`config.mk`:
```
export PLATFORM = sky130hd
export DESIGN_NAME = seg_display_scanner
export DESIGN_NICKNAME = d
export VERILOG_FILES = /design/src/rtl/seg_display_pkg.sv /design/src/rtl/seg_scan_timer.sv /design/src/rtl/seg_display_scanner.sv
export SDC_FILE = /design/constraint.sdc
export NUM_CORES = 1
export LEC_CHECK = 0
export ABC_AREA = 1
export BUFFER_PORTS_ARGS = -buffer_cell sky130_fd_sc_hd__buf_2
export CAP_MARGIN = 10
export CELL_PAD_IN_SITES_DETAIL_PLACEMENT = 0
export CELL_PAD_IN_SITES_GLOBAL_PLACEMENT = 2
export CORE_MARGIN = 2
export CORE_UTILIZATION = 33
export CTS_CLUSTER_DIAMETER = 30
export DETAILED_ROUTE_END_ITERATION = 8
export GPL_TIMING_DRIVEN = 0
export HOLD_SLACK_MARGIN = 0.1
export PLACE_DENSITY_LB_ADDON = 0.1
export SKIP_CTS_REPAIR_TIMING = 1
export SLEW_MARGIN = 10
export SYNTH_ARGS = -nofsm -noshare
export SYNTH_HDL_FRONTEND = slang
export SYNTH_SLANG_ARGS = --single-unit
```
`constraint.sdc`:
```
create_clock -name clk -period 2 [get_ports clk]
set_clock_uncertainty 0.1 [all_clocks]
set_input_delay 0.2 -clock clk [delete_from_list [all_inputs] [get_ports clk]]
set_output_delay 0.2 -clock clk [all_outputs]
set_load 0.005 [all_outputs]
```
`src/rtl/seg_display_pkg.sv`:
```
// Shared constants, types and helpers for the 4-digit 7-segment scanner.
// Everything here is active-low to match the display hardware.
package seg_display_pkg;

    localparam logic [6:0] SEG_BLANK = 7'b1111111;
    localparam logic [3:0] AN_OFF    = 4'b1111;

    typedef logic [1:0] digit_idx_t;

    localparam digit_idx_t DIGIT_FIRST = 2'd3;
    localparam digit_idx_t DIGIT_LAST  = 2'd0;

    // One-hot-low anode enable for the selected digit.
    function automatic logic [3:0] an_decode(input digit_idx_t d);
        return ~(4'b0001 << d);
    endfunction

endpackage

```
`src/rtl/seg_scan_timer.sv`:
```
// Scan timing: per-slot cycle counter, digit select, frame counter
// and blink phase, plus frame boundary / frame start strobes.
module seg_scan_timer
    import seg_display_pkg::*;
#(
    parameter int SCAN_DIV     = 100000,
    parameter int BLINK_FRAMES = 125,
    localparam int SW = $clog2(SCAN_DIV),
    localparam int FW = (BLINK_FRAMES > 1) ? $clog2(BLINK_FRAMES) : 1
) (
    input  logic          i_clk,
    input  logic          i_rst_n,
    output logic [SW-1:0] o_slot_cnt,
    output digit_idx_t    o_digit_sel,
    output logic          o_blink_phase,
    output logic          o_frame_end,
    output logic          o_frame_start
);

    logic [SW-1:0] r_slot_cnt;
    digit_idx_t    r_digit_sel;
    logic [FW-1:0] r_frame_cnt;
    logic          r_blink_phase;

    logic w_slot_last;
    logic w_frame_end;
    logic w_blink_wrap;

    assign w_slot_last  = (r_slot_cnt == SW'(SCAN_DIV - 1));
    assign w_frame_end  = w_slot_last && (r_digit_sel == DIGIT_LAST);
    assign w_blink_wrap = (r_frame_cnt == FW'(BLINK_FRAMES - 1));

    // Slot counter wraps each slot; digit select steps 3,2,1,0 on wrap.
    always_ff @(posedge i_clk) begin
        if (!i_rst_n) begin
            r_slot_cnt  <= '0;
            r_digit_sel <= DIGIT_FIRST;
        end else if (w_slot_last) begin
            r_slot_cnt  <= '0;
            r_digit_sel <= r_digit_sel - 2'd1;
        end else begin
            r_slot_cnt  <= r_slot_cnt + SW'(1);
        end
    end

    // Frames are counted always; blink phase flips every BLINK_FRAMES.
    always_ff @(posedge i_clk) begin
        if (!i_rst_n) begin
            r_frame_cnt   <= '0;
            r_blink_phase <= 1'b0;
        end else if (w_frame_end) begin
            if (w_blink_wrap) begin
                r_frame_cnt   <= '0;
                r_blink_phase <= ~r_blink_phase;
            end else begin
                r_frame_cnt   <= r_frame_cnt + FW'(1);
            end
        end
    end

    assign o_slot_cnt    = r_slot_cnt;
    assign o_digit_sel   = r_digit_sel;
    assign o_blink_phase = r_blink_phase;
    assign o_frame_end   = w_frame_end;
    assign o_frame_start = (r_slot_cnt == '0) && (r_digit_sel == DIGIT_FIRST);

endmodule

```
`src/rtl/seg_display_scanner.sv`:
```
// Time-multiplexed 4-digit 7-segment driver with frame-coherent
// latching, guard interval, 16-level PWM and whole-display blink.
module seg_display_scanner
    import seg_display_pkg::*;
#(
    parameter int SCAN_DIV     = 100000,
    parameter int GUARD        = 2,
    parameter int BLINK_FRAMES = 125
) (
    input  logic       clk,
    input  logic       rst_n,
    input  logic [6:0] digit3,
    input  logic [6:0] digit2,
    input  logic [6:0] digit1,
    input  logic [6:0] digit0,
    input  logic [3:0] brightness,
    input  logic       blink_en,
    output logic [3:0] an,
    output logic [6:0] seg,
    output logic       frame_tick
);

    localparam int SW = $clog2(SCAN_DIV);

    logic [SW-1:0] w_slot_cnt;
    digit_idx_t    w_digit_sel;
    logic          w_blink_phase;
    logic          w_frame_end;
    logic          w_frame_start;
    logic          w_lit;

    logic [6:0] r_snap [4];
    logic [3:0] r_snap_bright;
    logic [3:0] r_an;
    logic [6:0] r_seg;
    logic       r_frame_tick;

    seg_scan_timer #(
        .SCAN_DIV     (SCAN_DIV),
        .BLINK_FRAMES (BLINK_FRAMES)
    ) u_timer (
        .i_clk         (clk),
        .i_rst_n       (rst_n),
        .o_slot_cnt    (w_slot_cnt),
        .o_digit_sel   (w_digit_sel),
        .o_blink_phase (w_blink_phase),
        .o_frame_end   (w_frame_end),
        .o_frame_start (w_frame_start)
    );

    // Latch inputs only at the frame boundary so a frame never tears.
    always_ff @(posedge clk) begin
        if (!rst_n) begin
            r_snap        <= '{default: SEG_BLANK};
            r_snap_bright <= 4'd0;
        end else if (w_frame_end) begin
            r_snap[3]     <= digit3;
            r_snap[2]     <= digit2;
            r_snap[1]     <= digit1;
            r_snap[0]     <= digit0;
            r_snap_bright <= brightness;
        end
    end

    // Guard interval, PWM phase and blink mask combine into one enable.
    always_comb begin
        w_lit = (w_slot_cnt >= SW'(GUARD))
             && (w_slot_cnt[3:0] < r_snap_bright)
             && !(blink_en && w_blink_phase);
    end

    // Registered outputs so an/seg only ever change on a clock edge.
    always_ff @(posedge clk) begin
        if (!rst_n) begin
            r_an         <= AN_OFF;
            r_seg        <= SEG_BLANK;
            r_frame_tick <= 1'b0;
        end else begin
            r_an         <= w_lit ? an_decode(w_digit_sel) : AN_OFF;
            r_seg        <= w_lit ? r_snap[w_digit_sel] : SEG_BLANK;
            r_frame_tick <= w_frame_start;
        end
    end

    assign an         = r_an;
    assign seg        = r_seg;
    assign frame_tick = r_frame_tick;

endmodule

```
Yosys cells after proc, flatten, opt, wreduce, memory -nomap -nowiden
Index checks and enable logic that the tools add are counted.

Equality and inequality tests: 3. Multiplexer cells: 4. Shifts and indexed selects: 1. Bitwise operators: 4. $lt $le $gt $ge: 3. Reductions and logical operators: 11. Add/sub/neg operators: 3.

Operators with widths (number): two-way mux 7 bit (3); adder 17 x 1 -> 17 bit (second input constant) (1); equality test 17 bit (second input constant) (1); greater-or-equal comparator 17 x 2 -> 1 bit (second input constant) (1); logical NOT 17 bit (1); binary-select mux 7 bit (select 2 bit) (1); adder 7 x 1 -> 7 bit (second input constant) (1); equality test 7 bit (second input constant) (1); logical AND 1 bit (5); < comparator 4 bit (1); NOT 4 bit (1); AND reduction 2 bit (2); left shift 1 x 2 -> 4 bit (first input constant) (1); greater-or-equal comparator 3 bit (second input constant) (1); NOT 2 -> 3 bit (1); equality test 2 bit (second input constant) (1); logical NOT 2 bit (1); NOT 1 bit (2); OR reduction 2 bit (1); subtractor 2 x 1 -> 2 bit (second input constant) (1); logical NOT 1 bit (1).

Bits in registers: 71. Bits of input ports: 35. Output and inout port bits: 12. Word-level logic and storage cells: 41.

Logic depth before layout (Yosys ltp)
Word-level depth: 4. Depth in mapped cells: 10. Depth with buffers taken out: 8.

Cells and area by module
Synthesis repeated with hierarchy kept, for this count alone.

Cells, all modules: 501. Area, all modules: 3497.1 um2.

By module, submodules not included: seg_display_scanner (area each 1904.3 um2, sequential area each 880.8 um2, cells an instance 258, instances 1); seg_scan_timer (area each 1592.8 um2, sequential area each 540.5 um2, cells an instance 243, instances 1).

Worst setup path after synthesis
No wires, ideal clock.

Kind: reg-to-reg. Start: register u_timer.r_digit_sel[0], in the netlist u_timer.o_digit_sel[0]. End: register r_snap[0] (netlist name). Required time: 1.757 ns. Library setup time: 0.143 ns. Period minus slack after synthesis: 1.814 ns. Arrival time: 1.571 ns. Cell stages (with the launch flop): 9. Buffers on the path: 3. Setup slack: 0.186 ns. Cells stage by stage: dfxtp_1 inv_1 clkbuf_1 ha_1 nand4_4 buf_6 buf_6 nand2_1 nand3_2.

Longest elaborated chain between the ends: 2.

RTL lines: start, declared (RTL line seg_scan_timer.sv:21) `digit_idx_t r_digit_sel;`; start signal, assigned (RTL line seg_scan_timer.sv:40) `r_digit_sel <= r_digit_sel - 2'd1;`; logical NOT 2 bit (RTL line seg_scan_timer.sv:30) `assign w_frame_end = w_slot_last && (r_digit_sel == DIGIT_LAST);`; logical AND 1 bit (RTL line seg_scan_timer.sv:30); end, declared (RTL line seg_display_scanner.sv:32) `logic [6:0] r_snap [4];`.

Every way passes these cells. A chain may end at the register's enable or synchronous reset.

Worst setup path after layout
Start: register u_timer.r_slot_cnt[0], in the netlist u_timer.o_slot_cnt[0]. End: register r_snap[1] (netlist name).

Longest elaborated chain between the ends: 2.

RTL lines: start, declared (RTL line seg_scan_timer.sv:20) `logic [SW-1:0] r_slot_cnt;`; start signal, assigned (RTL line seg_scan_timer.sv:42) `r_slot_cnt <= r_slot_cnt + SW'(1);`; equality test 17 bit (RTL line seg_scan_timer.sv:29) `assign w_slot_last = (r_slot_cnt == SW'(SCAN_DIV - 1));`; logical AND 1 bit (RTL line seg_scan_timer.sv:30).

Every way passes these cells.

==> flow_summary.html <==
<table>
<tr><th>Metric</th><th>Value</th></tr>
<tr><th colspan="2">Run status</th></tr>
<tr><td>Result of the run</td><td>finished, final reports clean</td></tr>
<tr><th colspan="2">Floorplanning</th></tr>
<tr><td>Die span in y</td><td>105 µm</td></tr>
<tr><td>DIE AREA</td><td>11000 µm²</td></tr>
<tr><td>Number of cell rows</td><td>36</td></tr>
<tr><td>Die Width</td><td>105 µm</td></tr>
<tr><td>Starting Density</td><td>34.1%</td></tr>
<tr><td>Top-level I/O count</td><td>47</td></tr>
<tr><td>Area of the core region</td><td>9820 µm²</td></tr>
<tr><th colspan="2">Yosys</th></tr>
<tr><td>Combinational family with the most area after synthesis</td><td>simple AND/OR/NAND/NOR gates</td></tr>
<tr><td>Number of standard cells after synthesis</td><td>444</td></tr>
<tr><td>Cell types occupying the most area after synthesis</td><td>sky130_fd_sc_hd__dfxtp_1, sky130_fd_sc_hd__nand2_1, sky130_fd_sc_hd__nand3_1, sky130_fd_sc_hd__nor2_1, sky130_fd_sc_hd__ha_1</td></tr>
<tr><td>Synthesized cell area</td><td>3340 µm²</td></tr>
<tr><td>Mapped Nets</td><td>491</td></tr>
<tr><td>Count of state elements after synthesis</td><td>71</td></tr>
<tr><td>Syn Area/Cell</td><td>7.53 µm²</td></tr>
<tr><td>Simple-gate share of the synthesized area</td><td>34.8%</td></tr>
<tr><td>Number of warnings printed during yosys synthesis</td><td>0</td></tr>
<tr><td>Area share of the leading cell type in the synthesized netlist</td><td>42.5%</td></tr>
<tr><td>Portion of netlist area occupied by mux cells</td><td>0%</td></tr>
<tr><td>Fraction of the yosys area taken by sequential cells</td><td>42.5%</td></tr>
<tr><td>Cell variety after synth</td><td>31</td></tr>
<tr><td>Adder-cell share of the synthesized area</td><td>4.49%</td></tr>
<tr><td>Synth Area in Compound Gates</td><td>9.32%</td></tr>
<tr><td>Post-synthesis share of cell area spent on xor and xnor gates</td><td>1.05%</td></tr>
<tr><td>Cell type with the highest aggregate area in the netlist</td><td>sky130_fd_sc_hd__dfxtp_1</td></tr>
<tr><th colspan="2">Global routing</th></tr>
<tr><td>Largest net degree at the start of global routing</td><td>13</td></tr>
<tr><td>Sum of overflow across all layers after global routing</td><td>0</td></tr>
<tr><td>Wire length of the first global-routing pass</td><td>14500 µm</td></tr>
<tr><td>Number of antenna violations at the first check in global routing</td><td>0</td></tr>
<tr><td>Via count of the first global-routing pass</td><td>3021</td></tr>
<tr><td>Total global routing track utilization</td><td>16.7%</td></tr>
<tr><th colspan="2">Layout</th></tr>
<tr><td>Most common cell after layout, fill and taps aside</td><td>sky130_fd_sc_hd__nand2_1</td></tr>
<tr><td>Post-layout utilization of the core</td><td>44.2%</td></tr>
<tr><td>Most used cells in the layout excluding fill and tap cells</td><td>sky130_fd_sc_hd__nand2_1, sky130_fd_sc_hd__dfxtp_1, sky130_fd_sc_hd__buf_2</td></tr>
<tr><td>Layout overhead on the synthesized area</td><td>29.7%</td></tr>
<tr><td>Number of inserted diodes</td><td>0</td></tr>
<tr><td>Final nets</td><td>580</td></tr>
<tr><td># fillers</td><td>1062</td></tr>
<tr><td>Share of cells above drive strength 1</td><td>20.6%</td></tr>
<tr><td>Post-route design area</td><td>4340 µm²</td></tr>
<tr><th colspan="2">STA</th></tr>
<tr><td>Final setup fails</td><td>0</td></tr>
<tr><td>Headroom to the max-slew limit</td><td>55.9%</td></tr>
<tr><td>Worst slew pin tran</td><td>661 ps</td></tr>
<tr><td>RSZ-0062 raised after global routing</td><td>no</td></tr>
<tr><td>Portion of the clock cycle consumed by the worst path in the final layout</td><td>91.4%</td></tr>
<tr><td>Worst Slack Setup Final</td><td>171 ps</td></tr>
<tr><td>Shortest period the worst path allows</td><td>1830 ps</td></tr>
<tr><td>Hold Violations, Final</td><td>0</td></tr>
<tr><td>Max-slew violation count</td><td>0</td></tr>
<tr><td>Highest achievable clock rate</td><td>0.547 GHz</td></tr>
<tr><td>Worst hold margin</td><td>130 ps</td></tr>
<tr><th colspan="2">Drt</th></tr>
<tr><td>Antenna Violating Nets Remaining</td><td>0</td></tr>
<tr><td>Vias per cell</td><td>4.67</td></tr>
<tr><td>Initial DRC Count</td><td>131</td></tr>
<tr><td>Wire length per cell</td><td>13.5 µm</td></tr>
<tr><td>Vias after detailed routing</td><td>3136</td></tr>
<tr><td>Detailed-route DRC error count</td><td>0</td></tr>
<tr><td>Final routed wirelength across all metal layers</td><td>9090 µm</td></tr>
<tr><td>First-pass DRT Iterations</td><td>4</td></tr>
<tr><th colspan="2">Power and ir drop</th></tr>
<tr><td>Switching pwr</td><td>0.000664 W</td></tr>
<tr><td>Final total power</td><td>0.00303 W</td></tr>
<tr><td>Total power density per cell area</td><td>699 nW/µm²</td></tr>
<tr><td>Sequential cell fraction of total power</td><td>47.1%</td></tr>
<tr><td>Cell-internal power</td><td>0.00237 W</td></tr>
<tr><td>Comb power frac</td><td>6.1%</td></tr>
<tr><td>Fraction of power spent switching nets</td><td>21.9%</td></tr>
<tr><td>P_leak</td><td>1.84 nW</td></tr>
<tr><td>Worst IR Drop VDD</td><td>0.366 mV</td></tr>
<tr><td>Clock share of power</td><td>46.8%</td></tr>
<tr><th colspan="2">Place</th></tr>
<tr><td>Total cell area at the placement stage</td><td>3740 µm²</td></tr>
<tr><td>Count of buffers from port buffering</td><td>45</td></tr>
<tr><td>Routability cong.</td><td>0.749</td></tr>
<tr><td>Pre-CTS worst setup slack</td><td>-328 ps</td></tr>
<tr><td>DPL Wire Length</td><td>6350 µm</td></tr>
<tr><th colspan="2">Critical path</th></tr>
<tr><td>Crit path capture type</td><td>register</td></tr>
<tr><td>Arrival time at the worst endpoint</td><td>1940 ps</td></tr>
<tr><td>Data required time at the worst endpoint</td><td>2110 ps</td></tr>
<tr><td>Depth of the worst register-to-register path</td><td>8</td></tr>
<tr><td>Highest net fanout along the worst path</td><td>10</td></tr>
<tr><td>CP Launch Type</td><td>register</td></tr>
<tr><td>Crit path kind</td><td>reg -&gt; reg</td></tr>
<tr><th colspan="2">CTS</th></tr>
<tr><td>Clock-pin transition on the worst setup and hold timing paths</td><td>80 ps</td></tr>
<tr><td>Maximum buffer depth of the clock tree</td><td>2</td></tr>
<tr><td>Root buf cell</td><td>sky130_fd_sc_hd__clkbuf_8</td></tr>
<tr><td>Insertion delay to the later sink of the worst-skew pair</td><td>350 ps</td></tr>
<tr><td>Total CTS buffers</td><td>9</td></tr>
<tr><td>Deepest level of the CTS H-tree</td><td>3</td></tr>
<tr><td>CTS tree</td><td>yes</td></tr>
<tr><td>Count of clock tree sinks</td><td>71</td></tr>
<tr><th colspan="2">Min path</th></tr>
<tr><td>Number of cells traversed by the worst hold path</td><td>3</td></tr>
<tr><td>Worst min path class</td><td>in -&gt; reg</td></tr>
<tr><th colspan="2">Run</th></tr>
<tr><td>Max Cap Violations</td><td>0</td></tr>
</table>
[stage by stage]
stage          setup TNS [ps]  cells
2_1_floorplan               0    444
3_3_place_gp            -9370    622
5_1_grt                     0    671
4_1_cts                -11470    638
3_5_place_dp           -10640    622
6_report                    0    671
[path summary, 6_finish.rpt]
| check | slack (ps) | startpoint | to |
|---|---|---|---|
| worst max-delay path | 170 | u_timer.o_slot_cnt[0]$_SDFF_PP0_ | r_snap[1]$_SDFFE_PN1P_ |
| worst min-delay path | 130 | rst_n | u_timer.o_slot_cnt[7]$_SDFF_PP0_ |
| worst max register to register | 170 | u_timer.o_slot_cnt[0]$_SDFF_PP0_ | r_snap[1]$_SDFFE_PN1P_ |
| worst min register to register | 370 | r_snap[14]$_SDFFE_PN1P_ | r_snap[14]$_SDFFE_PN1P_ |
[sequential cells by signal, indices dropped and copies added, names as in the netlist]
name and cells:
frame_tick 1, u_timer.r_frame_cnt 7, u_timer.o_digit_sel 2, u_timer.o_slot_cnt 17, r_snap_bright 4, seg 7, u_timer.o_blink_phase 1, r_snap 28
an 4
[power groups by stage]
| stage | combinational [W] | sequential, W | clock, W |
|---|---|---|---|
| after CTS | 0.000137 | 0.00143 | 0.00146 |
| after global routing | 0.000203 | 0.00143 | 0.00153 |
| final | 0.000185 | 0.00143 | 0.00142 |
| after floorplan | 0.0000673 | 0.00146 | 0 |
| after detailed placement | 0.000137 | 0.00146 | 0 |
| after global placement | 0.000134 | 0.00146 | 0 |
[per-layer routing]
| metal | routed length (µm) | global-route usage (%) | share of wire, % |
|---|---|---|---|
| met4 | 145 | 6.00 | 1.6 |
| met5 | 0 | 0 | 0 |
| met2 | 4450 | 29.5 | 49 |
| met3 | 247 | 2.87 | 2.7 |
| met1 | 4250 | 20.5 | 47 |
[worst max-delay path: stages, from the launching register on]
cell and delay (ps):
sky130_fd_sc_hd__dfxtp_1 390, sky130_fd_sc_hd__ha_1 220, sky130_fd_sc_hd__nand3_2 190, sky130_fd_sc_hd__nor2_4 200, sky130_fd_sc_hd__nand4_4 130, sky130_fd_sc_hd__buf_6 180
sky130_fd_sc_hd__buf_6 140, sky130_fd_sc_hd__nand2_1 70, sky130_fd_sc_hd__nand3_2 70
[cells in the mapped netlist, drive strengths merged]
master	count
nand2	120
dfxtp	71
nor2	48
nand3	45
inv	37
a21oi	26
o21ai	21
nand4	18
ha	12
clkbuf	11
buf	9
nor3	7
o22a	7
xnor2	3
nor3b	2
or2	2
a211oi	1
and3b	1
nand3b	1
o211ai	1
xor2	1
[kinds of logic after synthesis]
kind of cell / Yosys count
XOR/XNOR: 4
AO/OA/AOI/OAI: 56
buffers and inverters: 57
adder cells (fa/ha/maj): 12
flip-flops: 71
AND/OR/NAND/NOR: 244
[layout make-up]
class / count / area (µm²) / share of cell area (%)
inverter: 37 / 139 / 3.20
clock buffer: 10 / 138 / 3.17
sequential: 71 / 1430 / 32.9
tap: 133 / 166 / 3.84
buffer: 20 / 133 / 3.06
clock inverter: 6 / 108 / 2.48
multi-input combinational: 316 / 1670 / 38.5
timing repair buffer: 78 / 556 / 12.8
Note: power is estimated with default switching activity, not from simulation.
